===== config.mk =====
export PLATFORM = sky130hd
export DESIGN_NAME = audio_mem_ctrl
export DESIGN_NICKNAME = d
export VERILOG_FILES = /design/src/rtl/audio_pkg.sv /design/src/rtl/sram_access_seq.sv /design/src/rtl/audio_mem_ctrl.sv
export SDC_FILE = /design/constraint.sdc
export NUM_CORES = 1
export LEC_CHECK = 0
export ABC_CLOCK_PERIOD_IN_PS = 2470
export CAP_MARGIN = 25
export CORE_MARGIN = 2
export CORE_UTILIZATION = 40
export DETAILED_ROUTE_END_ITERATION = 10
export PLACE_DENSITY = 0.67
export SLEW_MARGIN = 30
export SYNTH_ARGS = -nofsm -noshare
export SYNTH_HDL_FRONTEND = slang
export SYNTH_SLANG_ARGS = --single-unit

===== constraint.sdc =====
create_clock -name bclk -period 2.47 [get_ports bclk]
set_input_delay 0.3705 -clock bclk [delete_from_list [all_inputs] [get_ports bclk]]
set_output_delay 0.3705 -clock bclk [all_outputs]
set_load 0.01 [all_outputs]

===== src/rtl/audio_pkg.sv =====
// Shared sizing, mode encoding and access-sequencer states for the audio
// sample memory controller.
package audio_pkg;

  localparam int ADDR_W    = 18;
  localparam int DATA_W    = 16;
  localparam int MEM_DEPTH = 262144;
  localparam int LEN_W     = ADDR_W + 1;

  localparam logic [ADDR_W-1:0] ADDR_LAST = ADDR_W'(MEM_DEPTH - 1);
  localparam logic [LEN_W-1:0]  LEN_FULL  = LEN_W'(MEM_DEPTH);

  typedef enum logic [1:0] {
    MODE_IDLE = 2'd0,
    MODE_REC  = 2'd1,
    MODE_PLAY = 2'd2
  } mode_e;

  typedef enum logic [2:0] {
    SEQ_IDLE,
    SEQ_WR_SETUP,
    SEQ_WR_STROBE,
    SEQ_RD_1,
    SEQ_RD_2
  } seq_state_e;

endpackage


===== src/rtl/sram_access_seq.sv =====
// SRAM strobe sequencer: a write is one setup cycle then one we_n-low cycle,
// a read holds oe_n low for two cycles; done marks the final cycle of either.
module sram_access_seq
  import audio_pkg::*;
(
  input  logic              bclk,
  input  logic              reset,
  input  logic              start,
  input  logic              rd,
  input  logic [ADDR_W-1:0] addr,
  input  logic [DATA_W-1:0] wdata,
  output logic [ADDR_W-1:0] sram_addr,
  output logic [DATA_W-1:0] sram_wdata,
  output logic              sram_we_n,
  output logic              sram_oe_n,
  output logic              busy,
  output logic              done
);

  seq_state_e state, state_next;

  // Strobes are registered from the next state so they never glitch at the pins.
  always_ff @(posedge bclk) begin
    if (reset) begin
      state      <= SEQ_IDLE;
      sram_addr  <= '0;
      sram_wdata <= '0;
      sram_we_n  <= 1'b1;
      sram_oe_n  <= 1'b1;
    end else begin
      state     <= state_next;
      sram_we_n <= (state_next != SEQ_WR_STROBE);
      sram_oe_n <= !((state_next == SEQ_RD_1) || (state_next == SEQ_RD_2));
      if ((state == SEQ_IDLE) && start) begin
        sram_addr <= addr;
        if (!rd) begin
          sram_wdata <= wdata;
        end
      end
    end
  end

  always_comb begin
    state_next = state;
    case (state)
      SEQ_IDLE:      if (start) state_next = rd ? SEQ_RD_1 : SEQ_WR_SETUP;
      SEQ_WR_SETUP:  state_next = SEQ_WR_STROBE;
      SEQ_WR_STROBE: state_next = SEQ_IDLE;
      SEQ_RD_1:      state_next = SEQ_RD_2;
      SEQ_RD_2:      state_next = SEQ_IDLE;
      default:       state_next = SEQ_IDLE;
    endcase
  end

  assign busy = (state != SEQ_IDLE);
  assign done = (state == SEQ_WR_STROBE) || (state == SEQ_RD_2);

endmodule


===== src/rtl/audio_mem_ctrl.sv =====
// Record/playback controller streaming 16-bit audio samples through an
// asynchronous SRAM. Define AUDIO_LOOP_PLAY_EN to loop playback until stopped.
module audio_mem_ctrl
  import audio_pkg::*;
(
  input  logic              bclk,
  input  logic              reset,
  input  logic              cmd_rec,
  input  logic              cmd_play,
  input  logic              cmd_stop,
  input  logic              adc_valid,
  input  logic [DATA_W-1:0] adc_data,
  input  logic              dac_req,
  input  logic [DATA_W-1:0] sram_rdata,
  output logic [ADDR_W-1:0] sram_addr,
  output logic [DATA_W-1:0] sram_wdata,
  output logic              sram_we_n,
  output logic              sram_oe_n,
  output logic [DATA_W-1:0] dac_data,
  output logic              dac_valid,
  output logic [1:0]        mode,
  output logic [LEN_W-1:0]  rec_len,
  output logic              overrun
);

  mode_e             state, state_next;
  logic [ADDR_W-1:0] ptr, ptr_next;
  logic              stop_pending;
  logic              stop_req;
  logic              seq_start, seq_busy, seq_done;
  logic              enter_rec, enter_play, drop;
  logic              last_read, play_exit, play_wrap;

  sram_access_seq u_seq (
    .bclk       (bclk),
    .reset      (reset),
    .start      (seq_start),
    .rd         (state == MODE_PLAY),
    .addr       (ptr),
    .wdata      (adc_data),
    .sram_addr  (sram_addr),
    .sram_wdata (sram_wdata),
    .sram_we_n  (sram_we_n),
    .sram_oe_n  (sram_oe_n),
    .busy       (seq_busy),
    .done       (seq_done)
  );

  assign stop_req  = cmd_stop | stop_pending;
  assign last_read = ({1'b0, ptr} == (rec_len - LEN_W'(1)));

`ifdef AUDIO_LOOP_PLAY_EN
  assign play_exit = 1'b0;
  assign play_wrap = last_read;
`else
  assign play_exit = last_read;
  assign play_wrap = 1'b0;
`endif

  // A stop never cuts an access short: the mode is left only once the
  // sequencer is idle or finishing its last strobe cycle.
  always_comb begin
    state_next = state;
    enter_rec  = 1'b0;
    enter_play = 1'b0;
    seq_start  = 1'b0;
    drop       = 1'b0;
    case (state)
      MODE_IDLE: begin
        if (!cmd_stop) begin
          if (cmd_rec) begin
            state_next = MODE_REC;
            enter_rec  = 1'b1;
          end else if (cmd_play && (rec_len != '0)) begin
            state_next = MODE_PLAY;
            enter_play = 1'b1;
          end
        end
      end
      MODE_REC: begin
        if (adc_valid) begin
          if (seq_busy)       drop      = 1'b1;
          else if (!stop_req) seq_start = 1'b1;
        end
        if (stop_req && (!seq_busy || seq_done))   state_next = MODE_IDLE;
        else if (seq_done && (ptr == ADDR_LAST))   state_next = MODE_IDLE;
      end
      MODE_PLAY: begin
        if (dac_req) begin
          if (seq_busy)       drop      = 1'b1;
          else if (!stop_req) seq_start = 1'b1;
        end
        if (stop_req && (!seq_busy || seq_done)) state_next = MODE_IDLE;
        else if (seq_done && play_exit)          state_next = MODE_IDLE;
      end
      default: state_next = MODE_IDLE;
    endcase
  end

  always_comb begin
    ptr_next = ptr;
    if (enter_rec || enter_play) begin
      ptr_next = '0;
    end else if (seq_done) begin
      ptr_next = ((state == MODE_PLAY) && play_wrap) ? '0 : ptr + ADDR_W'(1);
    end
  end

  // The write landing on the top address fills the memory, so the length
  // saturates at the full depth rather than following the wrapped pointer.
  always_ff @(posedge bclk) begin
    if (reset) begin
      state        <= MODE_IDLE;
      ptr          <= '0;
      rec_len      <= '0;
      overrun      <= 1'b0;
      stop_pending <= 1'b0;
      dac_data     <= '0;
      dac_valid    <= 1'b0;
    end else begin
      state        <= state_next;
      ptr          <= ptr_next;
      stop_pending <= stop_req && (state != MODE_IDLE) && (state_next != MODE_IDLE);
      dac_valid    <= seq_done && (state == MODE_PLAY);
      if (seq_done && (state == MODE_PLAY)) begin
        dac_data <= sram_rdata;
      end
      if (enter_rec) begin
        rec_len <= '0;
        overrun <= 1'b0;
      end else begin
        if (seq_done && (state == MODE_REC)) begin
          rec_len <= (ptr == ADDR_LAST) ? LEN_FULL : rec_len + LEN_W'(1);
        end
        if (drop) begin
          overrun <= 1'b1;
        end
      end
    end
  end

  assign mode = state;

endmodule


==> out/results.tsv, run 1 <==
metric	value	unit
routed vias	4231	
commonest non-fill, non-tap cell in the layout	nand2_1	
Leak	0.002170	uW
area of the multi-input gates	2441	um^2
die area	12370	um^2
Seq/Total Area, Yosys	42.22	%
post-CTS resize count	0	
Nets	724	
maximum clock path buffer count	2	
proportion of layout cells with a drive suffix above 1	8.065	%
initial antenna violation count	0	
WL/cell	14.58	um
Reg-to-Reg End	mode[0]$_SDFF_PP0_	
Final period util	92.52	%
number of clock sinks	97	
largest net degree at the start of global routing	55	
Synth-to-Final Area Change	34.82	%
Synth async-reset ratio	0	%
GRT Total Usage	19.82	%
critical path endpoint	mode[0]$_SDFF_PP0_	
post-layout util	54.77	%
routability congestion estimate from global placement	0.8919	
Non-Filler Cell Area, Final	6201	um^2
Core ar.	11320	um^2
via density per instance	5.128	
Final Slew Violations	0	
f_max	437.6	MHz
fin crit period	2.285	ns
Die Ht	111.2	um
DRT Pass-1 Iters	5	
Seq cells post-synth	97	
hold buffers post-CTS	0	
endpoints failing hold	0	
DP Area	5874	um^2
aggregate global routing overflow	0	
worst r2r path cells	7	
top_reg_cell synth	dfxtp_1	
Reg clk slew, reported paths	0.07	ns
Reg area	1942	um^2
Required @ worst endpoint	2.74	ns
synth warn	0	
Hold Slack	0.3795	ns
DPL Wire Length	8846	um
Worst Hold Class	input pin to flip-flop	
antenna diode count	0	
Initial DRC Count	232	
Syn Nets	617	
first-pass GRT wire length	20130	um
number of remaining DRC errors	0	
worst reg-to-reg setup slack	0.18	ns
Worst Path Max Fanout	10	
critical path startpoint category	flip-flop	
Max VDD drop	0.0003648	V
max cap viols	0	
r2r startpoint	rec_len[8]$_SDFFE_PP0P_	
Cell Rows	39	
Fillers	1065	
vias in the first global route	3964	
Critical Path AT	2.55	ns
number of synthesized flops with an enable pin	0	
CTS root buffer	clkbuf_16	
CP Capture Type	flip-flop	
Routed WL	12030	um
Starting Density	40.63	%
setup TNS	0	ns
Post-CTS Setup Bufs	0	
status	finished, final reports clean	
RSZ-0062 raised after global routing	false	
Syn Area/Cell	8.055	um^2
Clk Latency, worst-skew pair	0.35	ns
TritonCTS buffer count	9	
most frequent cells in the layout	nand2_1 (131), clkdlybuf4s50_1 (112), dfxtp_1 (97)	
PwrDens	528.4	nW/um^2
cells after synthesis	571	
Post-DRT Antenna Nets	0	
die width	111.2	um
cell area after synthesis	4599	um^2
CTS tree	yes	
Worst path slowest cell	or4_4	
crit path launch	rec_len[8]$_SDFFE_PP0P_	
Unique masters post-synth	57	
H-tree depth	3	
crit path cell chain	nor4_4 -> nand4b_2 -> or4_4 -> a21boi_1 -> o221a_2 -> inv_1 -> o221ai_1	
IO Port Bufs	113	
Final setup viols	0	
worst setup path category	flip-flop to flip-flop	
crit-path max cell delay	0.54	ns
relative slew slack	61.16	%
worst slew pin tran	0.5812	ns
clk_skew	0.007537	ns
# IOs	114	
cell usage after synthesis, drive strengths merged (12+ instances only):
library cell	n	area (um^2)
nor2	45	171.4
xor2	26	227.7
xnor2	31	271.5
a21oi	61	305.3
nand3	20	110.1
nor3	14	70.07
nand2	132	498.0
clkbuf	28	125.1
inv	12	45.04
o21ai	12	60.06
dfxtp	97	1942
per-stage QoR:
stage | total power, uW | std cells | setup WS [ns]
3_3_place_gp | 1771 | 810 | 0.2870
4_1_cts | 3309 | 825 | 0.1963
5_1_grt | 3395 | 825 | 0.02619
2_1_floorplan | 1676 | 571 | 0.1643
6_report | 3276 | 825 | 0.1847
3_5_place_dp | 1774 | 810 | 0.2155
cell families after synthesis:
| family | share of synthesized area [%] |
|---|---|
| xor gates and xnor gates | 10.85 |
| muxes | 1.551 |
| DFF | 42.22 |
| buffers and inverters | 4.733 |
| and+or+nand+nor | 27.29 |
| AOI/OAI and AO/OA | 11.45 |
| adders and majority gates | 1.904 |
layer usage:
metal	part of all wire [%]	GRT usage (%)	wire length (um)
met1	45	26.21	5385
met2	48	31.59	5809
met3	4.1	4.374	492
met4	2.8	7.737	338
met5	0	0	0
worst max-delay path, delay by kind of cell (launching register included):
family	cells	cell delay, ns
AND/OR/NAND/NOR	3	1.15
flip-flops	1	0.42
AO/OA/AOI/OAI	3	0.60
buffers and inverters	1	0.04
sequential cells by signal, summed over array words and instances, names as in the netlist:
signal and count:
rec_len 19, ptr 18, u_seq.sram_addr 18, dac_data 16, u_seq.sram_wdata 16, u_seq.state 3
mode 2, dac_valid 1, overrun 1, stop_pending 1, u_seq.sram_oe_n 1, u_seq.sram_we_n 1
area by class of cell:
| class | count | share of cell area [%] |
|---|---|---|
| multi-input combinational | 426 | 39.37 |
| sequential | 97 | 31.32 |
| tap | 143 | 2.885 |
| timing repair buffer | 132 | 20.46 |
| clock buffer | 10 | 3.854 |
| inverter | 12 | 0.7264 |
| clock inverter | 5 | 1.392 |
worst min-delay path by stage:
stage	startpoint	endpoint	slack (ns)	cells after the start
2_1_floorplan	ptr[14]$_SDFFE_PP0P_	u_seq.sram_addr[14]$_SDFFE_PP0P_	0.48	2
3_3_place_gp	u_seq.sram_wdata[8]$_SDFFE_PP0P_	u_seq.sram_wdata[8]$_SDFFE_PP0P_	0.44	2
4_1_cts	reset	mode[0]$_SDFF_PP0_	0.37	2
6_report	reset	mode[0]$_SDFF_PP0_	0.38	2
5_1_grt	reset	mode[0]$_SDFF_PP0_	0.40	2
3_5_place_dp	dac_data[6]$_SDFFE_PP0P_	dac_data[6]$_SDFFE_PP0P_	0.45	2
power breakdown:
part,internal [uW],switching (uW),total (uW)
clock network,920,617,1540
logic,85.6,75.9,162
registers,1570,6.75,1580
total,2580,700,3280
(Power assumes the default switching activity.)
==> run 2: changes to the inputs <==
--- a/config.mk
+++ b/config.mk
@@ -9,6 +9,8 @@
 export CAP_MARGIN = 25
 export CORE_MARGIN = 2
 export CORE_UTILIZATION = 40
+export CTS_BUF_LIST = sky130_fd_sc_hd__clkbuf_4 sky130_fd_sc_hd__clkbuf_8
+export CTS_CLUSTER_SIZE = 24
 export DETAILED_ROUTE_END_ITERATION = 10
 export PLACE_DENSITY = 0.67
 export SLEW_MARGIN = 30
==> run 2 against run 1 <==
Sequential share of layout area is 0.52 points higher. Sequential power hardly changed. Register-to-register slack hardly changed. Worst setup slack better by 0.0036 ns. Global-route usage is 0.15 points lower. Flip-flop and latch count stayed put. Largest power group unchanged. Design area is 1.6% lower. Combinational power hardly changed. Wire length is 1.0% lower. Total power is 11% lower.
==> out/results.tsv, run 2 (synthesized netlist as in run 1, its figures left out) <==
metric	value	unit
crit path launch	rec_len[8]$_SDFFE_PP0P_	
Largest regs	rec_len x19, ptr x18, u_seq.sram_addr x18	
Max VDD drop	0.0003409	V
r2r startpoint	rec_len[8]$_SDFFE_PP0P_	
first-pass GRT wire length	19910	um
Leak	0.002123	uW
Final Slew Violations	0	
Worst Hold Class	input pin to flip-flop	
switching power	663.7	uW
Worst Path Max Fanout	10	
Post-DRT Antenna Nets	0	
IO Port Bufs	113	
CTS root buffer	clkbuf_8	
Non-Filler Cell Area, Final	6100	um^2
Starting Density	40.63	%
Combinational Power Share	5.5	%
DRT Pass-1 Iters	4	
Required @ worst endpoint	2.77	ns
worst r2r path cells	7	
DP Area	5874	um^2
H-tree depth	3	
Cell Rows	39	
status	finished, final reports clean	
Nets	724	
max cap viols	0	
worst reg-to-reg setup slack	0.19	ns
GRT Total Usage	19.67	%
Final period util	92.38	%
PwrDens	479.2	nW/um^2
Clk pwr share	40.5	%
worst setup path category	flip-flop to flip-flop	
Initial DRC Count	252	
Die Ht	111.2	um
Int Power	2259	uW
critical path endpoint	mode[0]$_SDFF_PP0_	
aggregate global routing overflow	0	
Critical Path AT	2.58	ns
critical path startpoint category	flip-flop	
Routed WL	11910	um
Core ar.	11320	um^2
Reg power frac	53.9	%
max reg flops	19	
setup TNS	0	ns
maximum clock path buffer count	2	
Synth-to-Final Area Change	32.62	%
sw frac	22.71	%
CTS tree	yes	
Final setup viols	0	
relative slew slack	60.91	%
RSZ-0062 raised after global routing	false	
antenna diode count	0	
routability congestion estimate from global placement	0.8919	
largest reg by FF count	rec_len	
f_max	438.3	MHz
number of clock sinks	97	
endpoints failing hold	0	
vias in the first global route	3947	
commonest non-fill, non-tap cell in the layout	nand2_1	
initial antenna violation count	0	
clk_skew	0.01086	ns
routed vias	4215	
Hold Slack	0.3547	ns
TritonCTS buffer count	9	
Clk Latency, worst-skew pair	0.38	ns
CP Capture Type	flip-flop	
Reg-to-Reg End	mode[0]$_SDFF_PP0_	
largest net degree at the start of global routing	55	
fin crit period	2.282	ns
number of remaining DRC errors	0	
die area	12370	um^2
Reg clk slew, reported paths	0.09	ns
# IOs	114	
WL/cell	14.43	um
worst slew pin tran	0.5849	ns
proportion of layout cells with a drive suffix above 1	8.065	%
most frequent cells in the layout	nand2_1 (131), clkdlybuf4s50_1 (112), dfxtp_1 (97)	
die width	111.2	um
hold buffers post-CTS	0	
via density per instance	5.109	
post-layout util	53.88	%
DPL Wire Length	8846	um
## run 2: repair_timing
action                                 4_1_cts  5_1_grt
setup buffers                                0        0
endpoints found under the hold margin        0        0
setup endpoints to repair                    0        1
resized for setup                            0        1
## run 2: worst max-delay path: stages (launching register included)
cell      delay, ns
dfxtp_1        0.43
nor4_4         0.41
nand4b_2       0.20
or4_4          0.53
a21boi_1       0.21
o221a_2        0.23
inv_1          0.04
o221ai_1       0.15
## run 2: how the worst min path moves through the flow
| stage | start | endpoint | slack [ns] | depth (start not counted) |
|---|---|---|---|---|
| global route | reset | mode[0]$_SDFF_PP0_ | 0.36 | 2 |
| CTS | reset | mode[0]$_SDFF_PP0_ | 0.33 | 2 |
| finish | reset | mode[0]$_SDFF_PP0_ | 0.35 | 2 |
| global placement | u_seq.sram_wdata[8]$_SDFFE_PP0P_ | u_seq.sram_wdata[8]$_SDFFE_PP0P_ | 0.44 | 2 |
| detailed placement | dac_data[6]$_SDFFE_PP0P_ | dac_data[6]$_SDFFE_PP0P_ | 0.45 | 2 |
| floorplan | ptr[14]$_SDFFE_PP0P_ | u_seq.sram_addr[14]$_SDFFE_PP0P_ | 0.48 | 2 |
## run 2: per-layer routing
metal  vias up  track usage [%]  share of wire (%)
met4         0            7.819                2.2
li1       2121                -                  -
met3        21            4.155                4.0
met2        77            31.50                 48
met5         -                0                  0
met1      1996            25.94                 46
## run 2: power by group through the flow
stage                     combinational [uW]  sequential (uW)  clock [uW]
after floorplan                         61.9             1610           0
after detailed placement                 161             1610           0
after global routing                     174             1580        1280
after CTS                                162             1580        1210
final                                    162             1580        1180
after global placement                   158             1610           0
## run 2: through the flow
| stage | power [uW] | worst slack (ns) | cells |
|---|---|---|---|
| finish | 2923 | 0.1883 | 825 |
| global route | 3038 | 0.01763 | 825 |
| CTS | 2952 | 0.1933 | 825 |
| detailed placement | 1774 | 0.2155 | 810 |
| global placement | 1771 | 0.2870 | 810 |
| floorplan | 1676 | 0.1643 | 571 |
## run 2: layout make-up
type,count,area (um^2)
Clock inverter,5,86.33
Tap cell,143,178.9
Clock buffer,10,137.6
Inverter,12,45.04
Timing Repair Buffer,132,1269
Sequential cell,97,1942
Fill cell,1075,5221
Multi-Input combinational cell,426,2441
==> run 3: changes to the inputs <==
--- a/config.mk
+++ b/config.mk
@@ -8,11 +8,11 @@
 export ABC_CLOCK_PERIOD_IN_PS = 2470
 export CAP_MARGIN = 25
 export CORE_MARGIN = 2
-export CORE_UTILIZATION = 40
+export CORE_UTILIZATION = 51
 export CTS_BUF_LIST = sky130_fd_sc_hd__clkbuf_4 sky130_fd_sc_hd__clkbuf_8
 export CTS_CLUSTER_SIZE = 24
 export DETAILED_ROUTE_END_ITERATION = 10
-export PLACE_DENSITY = 0.67
+export PLACE_DENSITY = 0.82
 export SLEW_MARGIN = 30
 export SYNTH_ARGS = -nofsm -noshare
 export SYNTH_HDL_FRONTEND = slang
==> run 3 against run 2 <==
Sequential power barely moved. Non-clock buffer count stayed put. Register-to-register slack about the same. Final cell count fell by 4.1%. Critical path type unchanged. Sequential share of layout area is 0.40 points higher. Highest routed layer unchanged. Die area down 21%.
==> out/results.tsv, run 3 (synthesized netlist as in run 1, its figures left out) <==
metric	value	unit
most frequent cells in the layout	nand2_1 (131), clkdlybuf4s50_1 (112), dfxtp_1 (96)	
first-pass GRT wire length	19620	um
Worst Path Max Fanout	9	
Die Ht	98.97	um
hold buffers post-CTS	0	
Final Slew Violations	0	
Leak	0.002108	uW
Final period util	92.27	%
max reg flops	19	
gr busiest metal	met2	
Clk Latency, worst-skew pair	0.37	ns
GRT Total Usage	24.50	%
Synth-to-Final Area Change	31.07	%
clk_skew	0.01160	ns
CP Capture Type	flip-flop	
antenna diode count	0	
setup ws final	0.1910	ns
Reg area	1943	um^2
Worst Hold Class	input pin to flip-flop	
Post-DRT Antenna Nets	0	
TritonCTS buffer count	9	
die area	9794	um^2
crit-path max cell delay	0.54	ns
Fillers	695	
Routed WL	12090	um
maximum clock path buffer count	2	
Largest regs	rec_len x19, ptr x18, u_seq.sram_addr x18	
Starting Density	52.74	%
grt met2 use	40.44	%
die width	98.97	um
CP delay by family, top	simple AND/OR/NAND/NOR gates	
IO Port Bufs	113	
initial antenna violation count	0	
Worst path slowest cell	or4_4	
Nets	724	
Required @ worst endpoint	2.75	ns
largest net degree at the start of global routing	43	
relative slew slack	61.95	%
proportion of layout cells with a drive suffix above 1	8.199	%
Critical path buffers and inverters	1	
critical path startpoint category	flip-flop	
via density per instance	5.413	
crit path cell chain	nor3_1 -> nand4b_2 -> or4_4 -> a21boi_1 -> o221a_2 -> inv_1 -> o221ai_1	
vias in the first global route	4080	
largest reg by FF count	rec_len	
# IOs	114	
DRT Pass-1 Iters	5	
commonest non-fill, non-tap cell in the layout	nand2_1	
routed vias	4282	
routability congestion estimate from global placement	0.8501	
Max VDD drop	0.0003710	V
Critical Path AT	2.55	ns
PwrDens	457.7	nW/um^2
Placement Setup Slack	0.2580	ns
area of the multi-input gates	2440	um^2
f_max	438.8	MHz
CTS root buffer	clkbuf_8	
GR Util met1	32.81	%
aggregate global routing overflow	0	
endpoints failing hold	0	
worst slew pin tran	0.5694	ns
WL/cell	15.28	um
worst setup path category	flip-flop to flip-flop	
H-tree depth	3	
max cap viols	0	
RSZ-0062 raised after global routing	false	
Final setup viols	0	
DPL Wire Length	9021	um
setup TNS	0	ns
CTS tree	yes	
number of clock sinks	97	
Cell Rows	34	
status	finished, final reports clean	
number of remaining DRC errors	0	
Reg clk slew, reported paths	0.11	ns
fin crit period	2.279	ns
Core ar.	8721	um^2
Initial DRC Count	202	
global-route met3 utilization	4.255	%
[run 3: cell types whose count changed in the layout (fill, tap and decap cells not counted)]
cell	change
inv_6	-2
bufinv_16	-2
clkinvlp_4	+1
dfxtp_1	-1
and2_2	-1
clkinv_4	+1
inv_8	+3
dfxtp_2	+1
and2_1	+1
[run 3: repair_timing]
item	4_1_cts	5_1_grt
endpoints found under the setup margin	0	1
resized for setup	0	1
buffers inserted	0	0
[run 3: worst paths after layout]
path / from / slack, ns / cells past startpoint / to
worst max-delay path: rec_len[13]$_SDFFE_PP0P_ / 0.19 / 7 / mode[0]$_SDFF_PP0_
worst min-delay path: reset / 0.40 / 2 / u_seq.sram_addr[17]$_SDFFE_PP0P_
worst max register to register: rec_len[13]$_SDFFE_PP0P_ / 0.19 / 7 / mode[0]$_SDFF_PP0_
worst min register to register: dac_data[7]$_SDFFE_PP0P_ / 0.46 / 2 / dac_data[7]$_SDFFE_PP0P_
[run 3: layout make-up]
type	count	share of cell area (%)
Timing Repair Buffer	132	21.05
Tap cell	108	2.242
Clock buffer	10	2.283
Inverter	12	0.7472
Multi-Input combinational cell	426	40.47
Sequential cell	97	32.23
Clock inverter	6	0.9755
[run 3: power by group]
| group | internal [uW] | total [uW] | leakage, uW | switching [uW] |
|---|---|---|---|---|
| Sequential | 1570 | 1580 | 0.000782 | 6.90 |
| Combinational | 85.7 | 162 | 0.00123 | 76.7 |
| Clock | 421 | 1020 | 0.0000988 | 599 |
| Total | 2080 | 2760 | 0.00211 | 683 |
[run 3: worst register-to-register path: stages, from the launching register on]
cell and delay, ns:
dfxtp_1 0.41, nor3_1 0.43, nand4b_2 0.21, or4_4 0.54, a21boi_1 0.19, o221a_2 0.21, inv_1 0.04, o221ai_1 0.16
[run 3: layer usage]
metal  share of wire, %  vias up
li1                   -     2115
met1                 44     2036
met2                 49      110
met3                4.6       21
met4                2.0        0
met5                  0        -
[run 3: through the flow]
step | area, um^2 | instances | total power (uW) | hold slack, ns | utilization (%)
after floorplan | 4599 | 571 | 1676 | 0.4763 | -
after global placement | 5831 | 775 | 1771 | 0.4408 | 66.86
after detailed placement | 5831 | 775 | 1774 | 0.4503 | 66.86
after CTS | 6027 | 791 | 2786 | 0.3920 | 69.11
after global routing | 6028 | 791 | 2868 | 0.4194 | 69.12
final | 6028 | 791 | 2759 | 0.4043 | 69.12
==> variant (flow settings as in run 1) <==
Make the reset (`reset`) asynchronous in 2 clocked blocks.
--- a/src/rtl/sram_access_seq.sv
+++ b/src/rtl/sram_access_seq.sv
@@ -21,5 +21,5 @@
 
   // Strobes are registered from the next state so they never glitch at the pins.
-  always_ff @(posedge bclk) begin
+  always_ff @(posedge bclk or posedge reset) begin
     if (reset) begin
       state      <= SEQ_IDLE;
--- a/src/rtl/audio_mem_ctrl.sv
+++ b/src/rtl/audio_mem_ctrl.sv
@@ -109,5 +109,5 @@
   // The write landing on the top address fills the memory, so the length
   // saturates at the full depth rather than following the wrapped pointer.
-  always_ff @(posedge bclk) begin
+  always_ff @(posedge bclk or posedge reset) begin
     if (reset) begin
       state        <= MODE_IDLE;
Formal check against the unedited RTL: differs if reset is asserted again (counterexample within 4 cycles, from zero or initial values and one cycle with reset high); with reset held inactive, the same outputs for 10 cycles.
==> variant against run 1 <==
Wire length rose by 5.7%; utilization is 0.17 points lower; worst setup slack worse by 68 ps; cell count decreased by 1.2%; synthesized cell count shrank 11%; sequential cell count did not move; worst hold slack gained 77 ps; global-route usage rose by 0.24 points; cell area is 9.8% higher; die area increased by 9.5%; via count decreased by 1.3%; synthesized area rose by 9.9%; largest cell class is now registers.
Power is not compared: it rests on default switching activity, and its combinational part moved more than twofold at a synthesized area within 25%.
==> variant: results <==
set metrics [dict create \
    dp_hpwl_um 9570 \
    reg.largest.list "rec_len: 19 flops, ptr: 18 flops, u_seq.sram_addr: 18 flops" \
    syn_area_per_cell_um2 9.95 \
    fillers 1108 \
    clockPowerShare_pct 22.6 \
    ys_warn_count 0 \
    hold_path_class "in -> async" \
    p_seq_share_pct 37.1 \
    io_buffer_count 113 \
    cts_made_buffers 9 \
    setup_ws_ps 116 \
    placedCellCount 797 \
    grt_max_degree 68 \
    p_switching_mw 1.91 \
    synth-compound-area-share_pct 8.17 \
    vias_per_cell 5.12 \
    cts.reportedPaths.clkPinSlew_ps 70 \
    relSlewSlack_pct 65.4 \
    synthesis.nets 554 \
    synth_xor_area_share_pct 8.66 \
    first_global_vias 4241 \
    final_nets 684 \
    r2r_cells 9 \
    arrival_ps 2580 \
    synthMuxAreaShare_pct 8.14 \
    critPathMaxFanout 5 \
    ir_drop_uv 582 \
    grt_usage_pct 20.1 \
    diodes 0 \
    critPathLaunch "rec_len[0]" \
    antenna_found_initial 0 \
    yosys-top-cells-area "dfrtp_1 47%, mux2_2 7.4%, nand2_1 6.2%" \
    cts_buffer_depth 2 \
    finalWirelength_um 12700 \
    static-leakage-power_nw 3.04 \
    dr.pass1.iters 5 \
    cts_max_level 3 \
    dr.first_iter.drc_count 312 \
    routabilityCongestion 0.899 \
    place_ws_ps 77.4 \
    grt_pass1_wl_um 21200 \
    synth_top_flop_cell "dfrtp_1" \
    synthArstFlopShare_pct 100 \
    synth_fa_ha_area_share_pct 1.73 \
    final_cells 815 \
    hold_ws_ps 456 \
    synth_cell_types 61 \
    drive_gt1_share_pct 16.3 \
    crit_path_end "mode[0]" \
    clk_latency_ps 360 \
    cts-root-buf "clkbuf_16" \
    status "completed" \
    synth_seq_area_share_pct 48.1 \
    synthTopCellsByCount "95 x dfrtp_1, 83 x nand2_1, 47 x nor2_1" \
    fin_skew_ps 9.51 \
]
variant: what timing repair did:
item,4_1_cts,5_1_grt
setup endpoints to repair,0,12
gates resized for setup,0,4
setup buffers,0,2
variant: kinds of logic (layout without fill, tap and decap cells):
kind of cell             count (synthesis)  after routing
buffers and inverters                   46            181
multiplexers                            37             37
AO/OA/AOI/OAI                           64             64
AND/OR/NAND/NOR                        207            207
flip-flops                              97             97
adder cells (fa/ha/maj)                  7              7
XOR/XNOR                                50             50
variant: layer usage:
| metal | GRT usage [%] | vias to the layer above | wire length (um) |
|---|---|---|---|
| met5 | 0 | - | 0 |
| met4 | 7.78 | 0 | 283 |
| met3 | 7.32 | 21 | 1150 |
| met2 | 30.0 | 149 | 5590 |
| met1 | 26.6 | 1996 | 5700 |
| li1 | - | 2010 | - |
variant: worst max-delay path, cell delays in order (launching register included):
cell and delay, ps:
dfrtp_1 380, inv_1 80, ha_2 220, nor3b_4 300
a21oi_1 130, a2111oi_2 350, and4_1 240, nand4_1 100
and4bb_2 350, a211oi_2 80
variant: metrics by stage:
step / power (mW) / TNS, ps / util (%) / area, um^2
6_report: 5.95 / 0 / 54.6 / 6810
5_1_grt: 6.30 / -46.1 / 54.6 / 6810
4_1_cts: 5.98 / 0 / 54.4 / 6780
3_5_place_dp: 4.59 / 0 / 52.1 / 6500
3_3_place_gp: 4.55 / 0 / 52.1 / 6500
2_1_floorplan: 3.48 / 0 / - / 5060
variant: final cells by class:
cell class	count	area, um^2	area share (%)
clock buffers	11	243	3.57
clock inverters	5	40.0	0.588
inverters	14	56.3	0.827
multi-input cells	365	2390	35.2
flip-flops and latches	97	2430	35.7
well taps	172	215	3.16
repair buffers	151	1430	21.0
